===== config.mk =====
export PLATFORM = sky130hd
export DESIGN_NAME = macs_writeback_flat
export DESIGN_NICKNAME = d
export VERILOG_FILES = /design/src/rtl/frodo_pkg.sv /design/src/rtl/macs_writeback_if.sv /design/src/rtl/macs_writeback_fifo.sv /design/src/rtl/macs_writeback.sv /design/src/flat_wrapper.sv
export SDC_FILE = /design/constraint.sdc
export NUM_CORES = 1
export LEC_CHECK = 0
export CELL_PAD_IN_SITES_DETAIL_PLACEMENT = 1
export CELL_PAD_IN_SITES_GLOBAL_PLACEMENT = 1
export CORE_UTILIZATION = 52
export CTS_BUF_LIST = sky130_fd_sc_hd__clkbuf_8
export CTS_CLUSTER_DIAMETER = 150
export DETAILED_ROUTE_END_ITERATION = 12
export GPL_TIMING_DRIVEN = 0
export PLACE_DENSITY_LB_ADDON = 0.05
export SLEW_MARGIN = 20
export SYNTH_ARGS = -nofsm -noshare
export SYNTH_HDL_FRONTEND = slang
export SYNTH_SLANG_ARGS = --single-unit

===== constraint.sdc =====
create_clock -name clk -period 8.22 [get_ports clk]
set_input_delay 1.233 -clock clk [delete_from_list [all_inputs] [get_ports clk]]
set_output_delay 1.233 -clock clk [all_outputs]
set_load 0.03 [all_outputs]

===== src/rtl/frodo_pkg.sv =====
// Shared widths, FSM encoding and helpers for the MAC result writeback path.
package frodo_pkg;

  localparam int DEF_ADDR_WIDTH = 12;
  localparam int DEF_DATA_WIDTH = 64;

  typedef enum logic [1:0] {
    S_IDLE  = 2'd0,
    S_RUN   = 2'd1,
    S_DRAIN = 2'd2,
    S_FIN   = 2'd3
  } wbState_t;

  function automatic int ptrWidth(input int depth);
    return (depth > 1) ? $clog2(depth) : 1;
  endfunction

endpackage


===== src/rtl/macs_writeback_if.sv =====
// Job control, result stream and RAM write port of the MAC writeback block.
interface macs_writeback_if
  import frodo_pkg::*;
#(
  parameter int ADDR_WIDTH = DEF_ADDR_WIDTH,
  parameter int DATA_WIDTH = DEF_DATA_WIDTH
) ();

  logic                  start;
  logic [ADDR_WIDTH-1:0] base_addr;
  logic [ADDR_WIDTH-1:0] length;
  logic [DATA_WIDTH-1:0] res_data;
  logic                  res_valid;
  logic                  res_ready;
  logic                  wr_en;
  logic [ADDR_WIDTH-1:0] wr_addr;
  logic [DATA_WIDTH-1:0] wr_data;
  logic                  busy;
  logic                  done;

  modport master (
    output start, base_addr, length, res_data, res_valid,
    input  res_ready, wr_en, wr_addr, wr_data, busy, done
  );

  modport slave (
    input  start, base_addr, length, res_data, res_valid,
    output res_ready, wr_en, wr_addr, wr_data, busy, done
  );

endinterface


===== src/rtl/macs_writeback_fifo.sv =====
// Result buffer: synchronous FIFO where a pop frees its slot on the same edge as a push.
module wb_fifo
  import frodo_pkg::*;
#(
  parameter int WIDTH = DEF_DATA_WIDTH,
  parameter int DEPTH = 4
) (
  input  logic             clk,
  input  logic             rstn,
  input  logic             i_push,
  input  logic [WIDTH-1:0] i_data,
  input  logic             i_pop,
  output logic [WIDTH-1:0] o_data,
  output logic             o_full,
  output logic             o_empty
);

  localparam int PW = ptrWidth(DEPTH);
  localparam int CW = PW + 1;

  logic [WIDTH-1:0] r_mem [DEPTH];
  logic [PW-1:0]    r_wrPtr;
  logic [PW-1:0]    r_rdPtr;
  logic [CW-1:0]    r_count;
  logic             w_doPush;
  logic             w_doPop;

  assign o_full   = (r_count == CW'(DEPTH));
  assign o_empty  = (r_count == '0);
  assign o_data   = r_mem[r_rdPtr];
  assign w_doPop  = i_pop && !o_empty;
  assign w_doPush = i_push && (!o_full || w_doPop);

  // Pointers wrap naturally because DEPTH is a power of two.
  always_ff @(posedge clk) begin
    if (!rstn) begin
      r_wrPtr <= '0;
      r_rdPtr <= '0;
      r_count <= '0;
    end else begin
      if (w_doPush) r_wrPtr <= r_wrPtr + 1'b1;
      if (w_doPop)  r_rdPtr <= r_rdPtr + 1'b1;
      case ({w_doPush, w_doPop})
        2'b10:   r_count <= r_count + 1'b1;
        2'b01:   r_count <= r_count - 1'b1;
        default: r_count <= r_count;
      endcase
    end
  end

  always_ff @(posedge clk) begin
    if (w_doPush) r_mem[r_wrPtr] <= i_data;
  end

endmodule


===== src/rtl/macs_writeback.sv =====
// Streams packed MAC results into RAM at consecutive (wrapping) addresses from base_addr,
// buffering accepted beats so the write port runs at one word per cycle.
module macs_writeback
  import frodo_pkg::*;
#(
  parameter int ADDR_WIDTH = DEF_ADDR_WIDTH,
  parameter int DATA_WIDTH = DEF_DATA_WIDTH,
  parameter int FIFO_DEPTH = 4
) (
  input logic             clk,
  input logic             rstn,
  macs_writeback_if.slave bus
);

  wbState_t              r_state;
  wbState_t              w_nextState;
  logic [ADDR_WIDTH-1:0] r_len;
  logic [ADDR_WIDTH-1:0] r_accCount;
  logic [ADDR_WIDTH-1:0] r_wrCount;
  logic [ADDR_WIDTH-1:0] r_nextAddr;
  logic [ADDR_WIDTH-1:0] r_wrAddr;
  logic [DATA_WIDTH-1:0] r_wrData;
  logic                  r_wrEn;
  logic [DATA_WIDTH-1:0] w_fifoData;
  logic                  w_full;
  logic                  w_empty;
  logic                  w_push;
  logic                  w_pop;
  logic                  w_resReady;
  logic                  w_busy;
  logic                  w_done;
  logic                  w_startJob;

  assign w_startJob = (r_state == S_IDLE) && bus.start;

  always_ff @(posedge clk) begin
    if (!rstn) r_state <= S_IDLE;
    else       r_state <= w_nextState;
  end

  always_comb begin
    w_nextState = r_state;
    case (r_state)
      S_IDLE:  if (bus.start) w_nextState = (bus.length == '0) ? S_FIN : S_RUN;
      S_RUN:   if (r_accCount == r_len) w_nextState = S_DRAIN;
      S_DRAIN: if (w_empty && (r_wrCount == r_len)) w_nextState = S_FIN;
      S_FIN:   w_nextState = S_IDLE;
      default: w_nextState = S_IDLE;
    endcase
  end

  // Status is forced low while rstn is asserted so nothing looks active during reset.
  always_comb begin
    w_resReady = 1'b0;
    w_busy     = 1'b0;
    w_done     = 1'b0;
    if (rstn) begin
      w_resReady = (r_state == S_RUN) && !w_full && (r_accCount < r_len);
      w_busy     = (r_state == S_RUN) || (r_state == S_DRAIN);
      w_done     = (r_state == S_FIN);
    end
  end

  assign w_push = bus.res_valid && w_resReady;
  assign w_pop  = w_busy && !w_empty;

  wb_fifo #(
    .WIDTH (DATA_WIDTH),
    .DEPTH (FIFO_DEPTH)
  ) u_fifo (
    .clk     (clk),
    .rstn    (rstn),
    .i_push  (w_push),
    .i_data  (bus.res_data),
    .i_pop   (w_pop),
    .o_data  (w_fifoData),
    .o_full  (w_full),
    .o_empty (w_empty)
  );

  // Job counters and the registered RAM port; the address advances once per popped word.
  always_ff @(posedge clk) begin
    if (!rstn) begin
      r_len      <= '0;
      r_accCount <= '0;
      r_wrCount  <= '0;
      r_nextAddr <= '0;
      r_wrEn     <= 1'b0;
      r_wrAddr   <= '0;
      r_wrData   <= '0;
    end else begin
      if (w_startJob) begin
        r_len      <= bus.length;
        r_accCount <= '0;
        r_wrCount  <= '0;
        r_nextAddr <= bus.base_addr;
      end else begin
        if (w_push) r_accCount <= r_accCount + 1'b1;
        if (w_pop) begin
          r_wrCount  <= r_wrCount + 1'b1;
          r_nextAddr <= r_nextAddr + 1'b1;
        end
      end
      r_wrEn <= w_pop;
      if (w_pop) begin
        r_wrAddr <= r_nextAddr;
        r_wrData <= w_fifoData;
      end
    end
  end

  assign bus.res_ready = w_resReady;
  assign bus.busy      = w_busy;
  assign bus.done      = w_done;
  assign bus.wr_en     = r_wrEn;
  assign bus.wr_addr   = r_wrAddr;
  assign bus.wr_data   = r_wrData;

endmodule


===== src/flat_wrapper.sv =====
// flat-port wrapper written by rule: the top's interface ports become plain ports
module macs_writeback_flat import frodo_pkg::*;
#(
  parameter int ADDR_WIDTH = DEF_ADDR_WIDTH,
  parameter int DATA_WIDTH = DEF_DATA_WIDTH,
  parameter int FIFO_DEPTH = 4
)
  (clk, rstn, bus_start, bus_base_addr, bus_length, bus_res_data, bus_res_valid, bus_res_ready, bus_wr_en, bus_wr_addr, bus_wr_data, bus_busy, bus_done);
  macs_writeback_if #(.ADDR_WIDTH(ADDR_WIDTH), .DATA_WIDTH(DATA_WIDTH)) bus_i ();
  input logic clk;
  input logic rstn;
  input wire logic [$bits(bus_i.start)-1:0] bus_start;
  input wire logic [$bits(bus_i.base_addr)-1:0] bus_base_addr;
  input wire logic [$bits(bus_i.length)-1:0] bus_length;
  input wire logic [$bits(bus_i.res_data)-1:0] bus_res_data;
  input wire logic [$bits(bus_i.res_valid)-1:0] bus_res_valid;
  output wire logic [$bits(bus_i.res_ready)-1:0] bus_res_ready;
  output wire logic [$bits(bus_i.wr_en)-1:0] bus_wr_en;
  output wire logic [$bits(bus_i.wr_addr)-1:0] bus_wr_addr;
  output wire logic [$bits(bus_i.wr_data)-1:0] bus_wr_data;
  output wire logic [$bits(bus_i.busy)-1:0] bus_busy;
  output wire logic [$bits(bus_i.done)-1:0] bus_done;
  assign bus_i.start = bus_start;
  assign bus_i.base_addr = bus_base_addr;
  assign bus_i.length = bus_length;
  assign bus_i.res_data = bus_res_data;
  assign bus_i.res_valid = bus_res_valid;
  assign bus_res_ready = bus_i.res_ready;
  assign bus_wr_en = bus_i.wr_en;
  assign bus_wr_addr = bus_i.wr_addr;
  assign bus_wr_data = bus_i.wr_data;
  assign bus_busy = bus_i.busy;
  assign bus_done = bus_i.done;
  macs_writeback #(.ADDR_WIDTH(ADDR_WIDTH), .DATA_WIDTH(DATA_WIDTH), .FIFO_DEPTH(FIFO_DEPTH)) u_core (.clk(clk), .rstn(rstn), .bus(bus_i));
endmodule

==> metrics.txt, run 1 <==
status=finished clean; mapped cell area=14900 um^2; distinct cell type count of the synthesized netlist=42; most frequent CP cell=clkbuf_1; CTS tree=yes; Pint=3300 uW; post-synthesis sequential area ratio=0.694; GPL Wtd Cong=0.836; Root Driver=clkbuf_8; critical-path cell list=clkbuf_2 > clkbuf_1 > clkbuf_1 > and2_1 > clkdlybuf4s50_1; final hold vios=0; Slew HR=0.408; syn_area_per_cell=14.3 um^2; Synth area leaders=edfxtp_1 (51%), dfxtp_1 (18%), mux4_2 (9.7%); routed vias=9413; residual DRC count=0; Longest Clk Path Bufs=3; DRT iter0 DRCs=492; power per cell area=239 nW/um^2; switching pwr=1120 uW; CP Capture Type=output pin; fraction of layout cells with a size suffix above 1=0.136; dpl hpwl=24.9 mm; DRT Wirelength=36.7 mm; Clock transition at path regs=0.06 ns; post-synth net total=1163; P_leak=0.00610 uW; Worst-Skew Late Latency=0.60 ns; Pre-Repair DR Iteration Count=4; synthesized flop and latch total=390; worst setup margin=3.49 ns; starting density of the core=0.533; skew final=0.0174 ns; endpoints failing setup=0; Crit path arrival time=3.49 ns; chip height=171 um; Crit path largest cell delay=0.68 ns; Ys Warns=0; # hold bufs at CTS=0; H-tree depth=2; minimum clock period=4.73 ns; Synth area leader=edfxtp_1; Slew @ Worst Pin=0.888 ns; Area Growth Syn to Fin=23.8%; Wirelength per Cell=21.4 um; post-CTS sizing=0; first-pass GRT wire length=56.3 mm; CORE AREA=28000 um^2; total CTS buffers=60; max-cap violations=0; part of the cycle the worst path needs=0.575; overall global routing resource usage=0.257; dpl ws=3.51 ns; Sink Count=390; switch share=0.253; WP data required=6.99 ns; unrepaired setup endpoints after global routing=false; Comb power frac=0.114; post-synth top area share=0.515; Worst Setup Path Type=primary input to output pin; Max FO, Critical Path=10; grt ovf=0; initial antenna violation count=2; Min-Delay Path Class=register to register; Port Buffer Count=170; Peak Freq=212 MHz; post-CTS setup buffer count=0; Fill cells=2689; commonest non-fill, non-tap cell in the layout=edfxtp_1; vias in the first global route=10300; largest net degree at the start of global routing=36; CP max-delay cell=clkdlybuf4s50_1; drt via density=5.50; final setup TNS=0 ns; Die ar.=29400 um^2; FP Rows=61; die width=171 um; most frequent cells in the layout=edfxtp_1 (256), nand2_1 (196), clkdlybuf4s50_1 (170), dfxtp_1 (134), o21ai_0 (87); peak supply drop=165 uV; Flop pwr share=0.508; IO Count=172; Clock power frac=0.379; Post-DRT Antenna Nets=0; Slew Viols, Final=0; Post-Syn Instances=1045; Final #Nets=1399; startpoint types=primary input
## power by group through the flow
stage / Combinational [uW] / Sequential (uW) / Clock [uW]
after CTS: 510 / 2240 / 1700
final: 502 / 2240 / 1670
after global placement: 483 / 2280 / 0
after detailed placement: 504 / 2280 / 0
after global routing: 549 / 2250 / 1780
after floorplan: 258 / 2300 / 0
## state kept, by name (all words and copies together), names as in the netlist
name	cells
u_core.u_fifo.r_mem	256
u_core.r_nextAddr	12
u_core.r_state	2
u_core.r_wrCount	12
u_core.bus.wr_en	1
u_core.bus.wr_addr	12
u_core.u_fifo.r_wrPtr	2
u_core.bus.wr_data	64
u_core.u_fifo.r_count	3
u_core.u_fifo.r_rdPtr	2
u_core.r_len	12
u_core.r_accCount	12
## per-layer routing
metal,track usage,share of wire,up-vias
met5,0,0.00035,-
met4,0.0978,0.030,2
met3,0.0479,0.048,65
met2,0.455,0.52,260
met1,0.313,0.40,4747
li1,-,-,4339
## worst max-delay path, delay by kind of cell
| kind | cells | cell delay, ns |
|---|---|---|
| buffers and inverters | 4 | 2.05 |
| AND/OR/NAND/NOR | 1 | 0.21 |
## synth_stat cells (all sizes together)
master and number:
ha 25, a21oi 28, o311a 2, nand3 7, o211ai 1, a221oi 1, xnor2 20, mux2i 4
inv 26, mux4 64, edfxtp 256, nand2 196, a41o 1, nand4 16, or4 3, and4 1
o31ai 6, a31o 1, buf 12, dfxtp 134, xor2 19, nor4 7, a211oi 8, o2111ai 1
a21o 1, nor2 38, or3 8, o21ai 88, nand3b 1, a311oi 3, fa 1, clkbuf 42
nor3 4, a41oi 1, nor2b 2, and2 8, and3 9
## area by class of cell
class,instances,area [um^2],share of cell area
clock buffer,77,1060,0.0573
multi-input combinational,575,4260,0.230
sequential,390,10400,0.561
timing repair buffer,174,1780,0.0963
tap,378,473,0.0256
inverter,26,97.6,0.00528
buffer,54,215,0.0116
clock inverter,37,233,0.0126
antenna,1,2.50,0.000135
## final timing paths
| path | to | slack [ns] | depth (start not counted) | startpoint |
|---|---|---|---|---|
| worst max-delay path | bus_done | 3.49 | 5 | rstn |
| worst max register to register | u_core.u_fifo.r_count[2]$_SDFFE_PN0P_ | 4.24 | 12 | u_core.r_state[0]$_SDFFE_PN0P_ |
| worst min-delay path | u_core.bus.wr_data[24]$_SDFFE_PN0P_ | 0.46 | 2 | u_core.bus.wr_data[24]$_SDFFE_PN0P_ |
| worst min register to register | u_core.bus.wr_data[24]$_SDFFE_PN0P_ | 0.46 | 2 | u_core.bus.wr_data[24]$_SDFFE_PN0P_ |
## per-stage QoR
step            util  hold WS, ns  std cells  cell area (um^2)  total power (uW)
3_3_place_gp   0.611        0.443       1593             17100              2760
4_1_cts        0.660        0.464       1711             18500              4450
2_1_floorplan      -        0.446       1045             14900              2560
3_5_place_dp   0.614        0.454       1597             17200              2790
5_1_grt        0.660        0.479       1712             18500              4580
6_report       0.660        0.460       1712             18500              4420
## logic make-up (layout without fill, tap and decap cells)
group,count (synthesis),after routing,synth area share
adders and majority gates,26,26,0.0223
AOI/OAI and AO/OA,142,142,0.0539
other,0,1,0
xor gates and xnor gates,39,39,0.0229
DFF,390,390,0.694
buffers and inverters,80,368,0.0209
and+or+nand+nor,300,300,0.0864
muxes,68,68,0.0992
(Power assumes the default switching activity.)
==> run 2: changes to the inputs <==
CORE_UTILIZATION = 43   (was 52)
clock period = 4.15 ns   (was 8.22 ns; I/O delays follow)
==> run 2 against run 1 <==
  * First-iteration DRC count fell by 2.0%
  * Sequential share of layout area fell by 0.26 points
  * Critical path type is now register to register
  * Largest power group unchanged
  * Register-to-register slack got worse by 3.9 ns
  * Die area rose by 21%
  * Total power rose by 97%
  * Non-clock buffer count did not move
  * Largest cell class unchanged
  * Worst setup slack got worse by 3.1 ns
  * Clock skew rose by 0.0099 ns
==> metrics.txt, run 2 (synthesized netlist as in run 1, its figures left out) <==
GPL Wtd Cong=0.794 (-5.0%); largest net degree at the start of global routing=43 (+19%); Longest Clk Path Bufs=3 (unchanged); P_leak=0.00616 uW (+1.1%); minimum clock period=3.77 ns; CP max-delay cell=buf_1; Root Driver=clkbuf_8; die width=188 um (+9.9%); sum of buffers and inverters on the critical path=5 (+1); Worst-Skew Late Latency=0.58 ns (-0.02 ns); CP Capture Type=register; fin util=0.549 (-0.112); status=finished clean; Post-DRT Antenna Nets=0 (unchanged); Clock transition at path regs=0.06 ns (about the same); DRT iter0 DRCs=482 (-2.0%); Clock power frac=0.377 (-0.002); max FFs per register=256 (unchanged); Crit path arrival time=4.28 ns (+0.79 ns); Crit path largest cell delay=0.51 ns (-0.17 ns); CTS tree=yes; Die ar.=35500 um^2 (+21%); power per cell area=468 nW/um^2 (+96%); starting density of the core=0.441 (-0.0922); Area Growth Syn to Fin=24.4%; part of the cycle the worst path needs=0.908; residual DRC count=0 (unchanged); Final #Nets=1406 (+0.50%); vias in the first global route=9912 (-3.4%); Comb power frac=0.113 (about the same); switch share=0.255 (+0.00204); total CTS buffers=67 (+12%); Slew Viols, Final=0 (unchanged); Worst Setup Path Type=register to register; cell family with most CP delay=buffers and inverters; most frequent cells in the layout=edfxtp_1 (256), nand2_1 (196), clkdlybuf4s50_1 (170), dfxtp_1 (134), o21ai_0 (87); chip height=188 um (+9.9%); Min-Delay Path Class=register to register; unrepaired setup endpoints after global routing=false; Pint=6480 uW (+97%); critical-path cell list=inv_1 > ha_1 > o311a_2 > buf_2 > buf_1 > clkbuf_2 > ha_1 > inv_1 > fa_1 > xor2_1 > or3_1 > a21oi_1; FP Rows=67 (+9.8%); worst setup margin=0.380 ns (-3.11 ns); Peak Freq=265 MHz; Port Buffer Count=170 (unchanged); dpl hpwl=23.8 mm (-4.1%); Slew HR=0.358 (-0.0506); dpl ws=0.130 ns (-3.38 ns); skew final=0.0273 ns (+0.00988 ns); Reg with most FFs=u_core.u_fifo.r_mem; drt via density=5.18 (-5.8%); switching pwr=2220 uW (+99%); Wirelength per Cell=19.8 um (-7.7%); routed vias=9274 (-1.5%); DRT Wirelength=35.4 mm (-3.5%); H-tree depth=3 (+1); overall global routing resource usage=0.204 (-0.0532); final hold vios=0 (unchanged); max-cap violations=0 (unchanged); IO Count=172 (unchanged); grt ovf=0 (unchanged); Flop pwr share=0.510 (+0.002); Sink Count=390 (unchanged); Pre-Repair DR Iteration Count=5 (+1); Slew @ Worst Pin=0.964 ns (+0.0759 ns); peak supply drop=257 uV (+55%); WP data required=4.66 ns (-2.33 ns); CORE AREA=33900 um^2 (+21%); Max FO, Critical Path=10 (unchanged); startpoint types=register; initial antenna violation count=3 (+1); endpoints failing setup=0 (unchanged); fraction of layout cells with a size suffix above 1=0.129 (-0.00668); commonest non-fill, non-tap cell in the layout=edfxtp_1; first-pass GRT wire length=55.3 mm (-1.8%)
[run 2: cell types whose count changed in the layout (fill, tap and decap cells not counted), moves of 2 or more]
cell,previous run,this run
clkinv_2,11,2
clkinv_1,5,2
clkinvlp_4,4,2
bufinv_16,2,0
inv_8,0,2
inv_1,40,59
clkbuf_8,77,80
[run 2: repair_timing]
item,4_1_cts,5_1_grt
hold buffers,0,0
resized for setup,0,2
hold endpoints to repair,0,0
setup endpoints to repair,0,1
setup buffers,0,0
[run 2: through the flow]
| step | power (uW) | hold slack, ns | cells | TNS [ns] | cell area [um^2] |
|---|---|---|---|---|---|
| after detailed placement | 5510 | 0.452 | 1667 | 0 | 17300 |
| after global placement | 5490 | 0.446 | 1663 | -355.48 | 17200 |
| after CTS | 8820 | 0.460 | 1788 | 0 | 18600 |
| final | 8700 | 0.457 | 1790 | 0 | 18600 |
| after global routing | 9070 | 0.475 | 1788 | 0 | 18600 |
| after floorplan | 5080 | 0.446 | 1045 | 0 | 14900 |
[run 2: final cells by class]
class | instances | area, um^2
Fill cell | 3370 | 15300
Sequential cell | 390 | 10400
Multi-Input combinational cell | 575 | 4260
Timing Repair Buffer | 174 | 1790
Clock buffer | 80 | 1100
Tap cell | 448 | 561
Buffer | 54 | 216
Clock inverter | 41 | 179
Inverter | 26 | 97.6
Antenna cell | 2 | 5.00
[run 2: worst register-to-register path, stage by stage, from the launching register on]
cell and delay, ns:
dfxtp_1 0.40, inv_1 0.11, ha_1 0.36, o311a_2 0.36, buf_2 0.29, buf_1 0.51
clkbuf_2 0.39, ha_1 0.23, inv_1 0.06, fa_1 0.38, xor2_1 0.16, or3_1 0.30
a21oi_1 0.14
[run 2: path summary, 6_finish.rpt]
path | cells after the start | from | slack [ns] | endpoint
max reg2reg | 12 | u_core.r_state[1]$_SDFFE_PN0P_ | 0.38 | u_core.u_fifo.r_count[2]$_SDFFE_PN0P_
min reg2reg | 2 | u_core.bus.wr_addr[8]$_SDFFE_PN0P_ | 0.46 | u_core.bus.wr_addr[8]$_SDFFE_PN0P_
max | 12 | u_core.r_state[1]$_SDFFE_PN0P_ | 0.38 | u_core.u_fifo.r_count[2]$_SDFFE_PN0P_
min | 2 | u_core.bus.wr_addr[8]$_SDFFE_PN0P_ | 0.46 | u_core.bus.wr_addr[8]$_SDFFE_PN0P_
[run 2: power groups by stage]
| stage | combinational (uW) | sequential, uW | clock [uW] |
|---|---|---|---|
| after floorplan | 512 | 4560 | 0 |
| after global placement | 962 | 4520 | 0 |
| after detailed placement | 991 | 4520 | 0 |
| after CTS | 997 | 4440 | 3380 |
| after global routing | 1080 | 4460 | 3530 |
| final | 980 | 4440 | 3280 |
[run 2: routing by layer]
metal / up-vias / global-route usage / share of wire
li1: 4357 / - / -
met4: 2 / 0.0754 / 0.026
met1: 4614 / 0.259 / 0.44
met2: 228 / 0.343 / 0.48
met3: 73 / 0.0467 / 0.050
met5: - / 0 / 0.00048
